<file path="config.mk">
export PLATFORM = sky130hd
export DESIGN_NAME = free_list_ctrl
export DESIGN_NICKNAME = d
export VERILOG_FILES = /design/src/rtl/free_list_ctrl.sv
export SDC_FILE = /design/constraint.sdc
export NUM_CORES = 1
export LEC_CHECK = 0
export CAP_MARGIN = 20
export CORE_MARGIN = 4
export CORE_UTILIZATION = 45
export CTS_CLUSTER_SIZE = 20
export DETAILED_ROUTE_END_ITERATION = 10
export PLACE_DENSITY = 0.85
export SKIP_LAST_GASP = 1
export SYNTH_ARGS = -nofsm -noshare
export SYNTH_HDL_FRONTEND = slang
export SYNTH_SLANG_ARGS = --single-unit
</file>
<file path="constraint.sdc">
create_clock -name clock -period 7.05 [get_ports clock]
set_input_delay 0.705 -clock clock [delete_from_list [all_inputs] [get_ports clock]]
set_output_delay 0.705 -clock clock [all_outputs]
set_load 0.03 [all_outputs]
</file>
<file path="src/rtl/free_list_ctrl.sv">
// Rename-stage free-list controller: in-order PRN grants, retire pushes,
// and squash recovery sequencing against a shadow free count.
`ifndef PHYS_REG_SZ_R10K
`define PHYS_REG_SZ_R10K 64
`endif
`ifndef ARCH_REG_SZ
`define ARCH_REG_SZ 32
`endif
`ifndef FREE_LIST_CTR_WIDTH
`define FREE_LIST_CTR_WIDTH 7
`endif
`ifndef FREE_LIST_PACKET_W
`define FREE_LIST_PACKET_W 7
`endif

module free_list_ctrl #(
  parameter int N              = 3,
  parameter int SIZE           = `PHYS_REG_SZ_R10K,
  parameter int ARCH           = `ARCH_REG_SZ,
  parameter int RECOVER_CYCLES = 2,
  parameter int CW             = `FREE_LIST_CTR_WIDTH,
  parameter int PW             = `FREE_LIST_PACKET_W
) (
  input  logic          clock,
  input  logic          reset,
  input  logic [N-1:0]  dis_req,
  output logic [N-1:0]  dis_grant,
  output logic          dis_stall,
  input  logic [N*PW-1:0] ret_packet,
  output logic          ret_ready,
  input  logic          squash_req,
  input  logic [CW-1:0] rrat_counter,
  output logic [N-1:0]  fl_pop_en,
  output logic [N*PW-1:0] fl_push_packet,
  output logic          fl_rat_squash,
  output logic [CW-1:0] free_count,
  output logic          recovering,
  output logic          overflow_err
);

  localparam logic [1:0] IDLE    = 2'd0;
  localparam logic [1:0] RESTORE = 2'd1;
  localparam logic [1:0] SETTLE  = 2'd2;

  localparam logic [CW:0] ONE    = (CW+1)'(1);
  localparam logic [CW:0] SIZE_W = (CW+1)'(SIZE);
  localparam logic [3:0]  LOAD   = 4'(RECOVER_CYCLES-1);

  logic [1:0]    state, state_nxt;
  logic [3:0]    settle_cnt, settle_nxt;
  logic [CW:0]   taken, run;
  logic [CW-1:0] count_nxt;
  logic          blocked, push_v, ovf;

  assign fl_rat_squash = (state == RESTORE);
  assign ret_ready     = (state != RESTORE);
  assign recovering    = (state != IDLE);
  assign fl_pop_en     = dis_grant;
  assign dis_stall     = |(dis_req & ~dis_grant);

  // Once a requesting lane is refused, every higher lane is refused too.
  always_comb begin
    dis_grant = '0;
    taken     = '0;
    blocked   = 1'b0;
    if (state == IDLE && !squash_req) begin
      for (int i = 0; i < N; i++) begin
        if (dis_req[i]) begin
          if (!blocked && (taken + ONE) <= {1'b0, free_count}) begin
            dis_grant[i] = 1'b1;
            taken        = taken + ONE;
          end else begin
            blocked = 1'b1;
          end
        end
      end
    end
  end

  // Pops land first, then pushes in lane order, saturating at SIZE.
  always_comb begin
    fl_push_packet = ret_packet;
    run            = {1'b0, free_count} - taken;
    ovf            = 1'b0;
    push_v         = 1'b0;
    for (int i = 0; i < N; i++) begin
      push_v = ret_packet[i*PW+PW-1] & ret_ready;
      fl_push_packet[i*PW+PW-1] = push_v;
      if (push_v) begin
        if (run < SIZE_W) run = run + ONE;
        else              ovf = 1'b1;
      end
    end
    count_nxt = (state == RESTORE) ? rrat_counter : run[CW-1:0];
  end

  always_comb begin
    state_nxt  = state;
    settle_nxt = settle_cnt;
    unique case (state)
      IDLE: begin
        if (squash_req) state_nxt = RESTORE;
      end
      RESTORE: begin
        state_nxt  = SETTLE;
        settle_nxt = LOAD;
      end
      SETTLE: begin
        if (squash_req) begin
          state_nxt = RESTORE;
        end else if (settle_cnt == 4'd0) begin
          state_nxt = IDLE;
        end else begin
          settle_nxt = settle_cnt - 4'd1;
        end
      end
      default: state_nxt = IDLE;
    endcase
  end

  always_ff @(posedge clock or negedge reset) begin
    if (!reset) begin
      state        <= IDLE;
      settle_cnt   <= '0;
      free_count   <= CW'(SIZE - ARCH);
      overflow_err <= 1'b0;
    end else begin
      state      <= state_nxt;
      settle_cnt <= settle_nxt;
      free_count <= count_nxt;
      if (ovf) overflow_err <= 1'b1;
    end
  end

endmodule

</file>
==> impl_metrics.tcl, run 1 <==
set metrics [dict create \
    cpPeakStageDelay_ps 690 \
    yosysTopAreaCell "dfrtp_1" \
    hold_viol 0 \
    power_w 0.000987 \
    hold_end "overflow_err" \
    drv_slew 0 \
    route.antenna.remaining_nets 0 \
    grt_first_pass_wirelength_um 7260 \
    wl_um 4360 \
    min_period_ps 6700 \
    yosys_most_used_dff "dfrtp_1" \
    clk_path_buf_depth 2 \
    path_common_cell "ha_1" \
    synth-edff-count 0 \
    gr-total-overflow 0 \
    clk_pin_slew_ps 60 \
    die_area_um2 5400 \
    cts_buffers 3 \
    slew_headroom_pct 37.8 \
    yosysUniqueCellTypes 65 \
    r2r_cells 24 \
    r2r_end "free_count[1]" \
    worst_setup_path_end_kind "flip-flop" \
    async_flop_share_pct 100 \
    place.gp.congestion 0.895 \
    worst_pin_slew_ps 922 \
    syn_avg_cell_area_um2 8.43 \
    rows 23 \
    setup_viol 0 \
    ys_warn_count 0 \
    dr.first_iter.drc_count 116 \
    synth_top_cell_area_share_pct 16.9 \
    ir_drop_uv 239 \
    outcome "finished clean" \
    r2r-start "free_count[4]" \
    die_h_um 73.5 \
    syn-cell-area_um2 1930 \
    cp-start-kind "flip-flop" \
    cts_root_buf "clkbuf_8" \
    vias 1688 \
    synth-seq-cells 14 \
    clk_latency_ps 250 \
    areaGrowthSynthToFinish_pct 17.6 \
    antennaDiodeCount 0 \
    r2r_setup_slack_ps 350 \
    crit_type "flip-flop to flip-flop" \
    post_drt_wl_per_cell_um 14.5 \
    syn-num-nets 275 \
    synth.most_common_cell "nor2_1" \
    ys_seq_area_share_pct 18.2 \
    clock_skew_ps 5.50 \
    cp_cell_sequence "or4_2, or3_1, and3_1, nor2_2, ha_1, ha_1, a21o_1, a21oi_1, a311oi_1, nor3_2, buf_4, mux2_2, nand2_1, fa_1, ha_1, and2_1, and3_1, o211ai_1, o211ai_4, nor2_1, mux2i_2, inv_1, ha_1, a221o_1" \
    worstPathMaxFanout 8 \
    dr.pass1.iters 4 \
    worstPathRequired_ps 7180 \
    cts_tree "yes" \
    grt_usage_pct 16.7 \
    h-tree-depth 1 \
    drive_above_1_share_pct 17.1 \
    die_w_um 73.5 \
    grt_pass1_vias 1681 \
    post-route-drc-count 0 \
    dp.final_hpwl_um 3480 \
    hold_path_depth 1 \
    hold_buffers 0 \
    crit_path_top_delay_cell "or4_2" \
    fin_nets 298 \
    synthTopCellsByCount "24 x nor2_1, 23 x buf_4, 19 x inv_1" \
    port_buffers 36 \
    period_share_pct 95.1 \
    grt_max_degree 24 \
    synth_area_leaders "dfrtp_1 17%, buf_4 8.9%, ha_1 7.1%, xnor2_1 5.4%, nor2_1 4.7%" \
    antenna_found_initial 0 \
    rsz0062_at_grt "yes" \
    worstHoldStart "overflow_err" \
    cap_viol_max_count 0 \
    synth_cells 229 \
    vias_per_cell 5.61 \
    clock-sinks 14 \
    min_path_type "flip-flop to flip-flop" \
    core-area_um2 4090 \
    powerDensity_nw_per_um2 435 \
    io-pin-count 73 \
    p_leak_nw 0.946 \
    initial_utilization_pct 47.2 \
    arrival_ps 6830 \
    fin_util_pct 55.5 \
    clock.fmax_ghz 0.149 \
]
[final cells by class]
cell class                 count  area (µm²)
timing repair buffer          44         420
inverter                      19        71.3
fill                         385        1820
clock buffer                   4        55.1
multi-input combinational    170        1310
sequential                    14         354
tap                           50        62.6
[report_power, final]
group	internal (W)	switching, W	total (W)
sequential	0.000113	0.0000458	0.000158
clock	0.0000495	0.0000285	0.0000780
combinational	0.000320	0.000431	0.000751
total	0.000482	0.000506	0.000987
[cells by family after synthesis]
logic type,Yosys count,share of synthesized area [%]
simple gates,88,27.4
buf+inv,45,14.5
compound gates,44,19.1
xor+xnor,22,9.99
flops,14,18.2
fa+ha+maj,12,8.17
mux,4,2.66
[per-stage QoR]
step	cells	setup slack [ps]	hold WS, ps	setup TNS, ps	area (µm²)
3_3_place_gp	290	453	461	0	2150
5_1_grt	301	-93.8	511	-268	2270
4_1_cts	294	224	498	0	2210
6_report	301	346	487	0	2270
3_5_place_dp	290	244	474	0	2150
2_1_floorplan	229	604	409	0	1930
[cell usage in the layout, fill, tap and decap left out, drive strengths merged, types with 3 or more instances in the layout]
cell / count
dfrtp: 13
o21ai: 8
or4: 3
clkbuf: 4
xor2: 10
ha: 11
nor2: 25
nand2b: 4
buf: 8
and2: 5
nand3b: 3
xnor2: 12
clkdlybuf4s50: 36
nand3: 9
a21oi: 11
nor3: 8
nor4: 3
nand2: 16
inv: 19
o211ai: 3
mux2: 3
[sequential cells by signal, indices dropped and copies added, names as in the netlist]
| register | flops |
|---|---|
| free_count | 7 |
| overflow_err | 1 |
| settle_cnt | 4 |
| state | 2 |
[worst max-delay path by stage]
stage / end / start / slack [ps]
finish: free_count[1] / free_count[4] / 350
global route: free_count[4] / free_count[4] / -90
CTS: free_count[1] / free_count[4] / 220
detailed placement: free_count[1] / free_count[4] / 240
global placement: free_count[5] / free_count[4] / 450
floorplan: free_count[1] / free_count[3] / 600
[metal layers]
layer / up-vias / GRT usage [%] / wire length [µm]
met2: 60 / 28.2 / 2010
met4: 0 / 4.63 / 76
met3: 10 / 4.24 / 293
li1: 828 / - / -
met5: - / 0 / 0
met1: 790 / 20.9 / 1980
[timing repair]
item / 4_1_cts / 5_1_grt
setup endpoints to repair: 0 / 8
setup buffers: 0 / 7
gates resized for setup: 0 / 4
[worst max-delay path, delay by kind of cell, from the launching register on]
kind | cells | cell delay (ps)
AND/OR/NAND/NOR | 9 | 2570
adder cells (fa/ha/maj) | 5 | 1630
AO/OA/AOI/OAI | 6 | 1030
multiplexers | 2 | 660
flip-flops | 1 | 470
buffers and inverters | 2 | 250
(Power assumes the default switching activity.)
==> run 2: changes to the inputs <==
--- a/config.mk
+++ b/config.mk
@@ -10,6 +10,7 @@
 export CORE_UTILIZATION = 45
 export CTS_CLUSTER_SIZE = 20
 export DETAILED_ROUTE_END_ITERATION = 10
+export HOLD_SLACK_MARGIN = 0.08
 export PLACE_DENSITY = 0.85
 export SKIP_LAST_GASP = 1
 export SYNTH_ARGS = -nofsm -noshare
==> results of run 2 <==
Final layout, timing and power as in run 1 (identical DEF).
==> run 3: changes to the inputs <==
--- a/config.mk
+++ b/config.mk
@@ -12,6 +12,7 @@
 export DETAILED_ROUTE_END_ITERATION = 10
 export HOLD_SLACK_MARGIN = 0.08
 export PLACE_DENSITY = 0.85
+export SKIP_CTS_REPAIR_TIMING = 1
 export SKIP_LAST_GASP = 1
 export SYNTH_ARGS = -nofsm -noshare
 export SYNTH_HDL_FRONTEND = slang
==> results of run 3 <==
Final layout, timing and power as in run 1 (identical DEF).
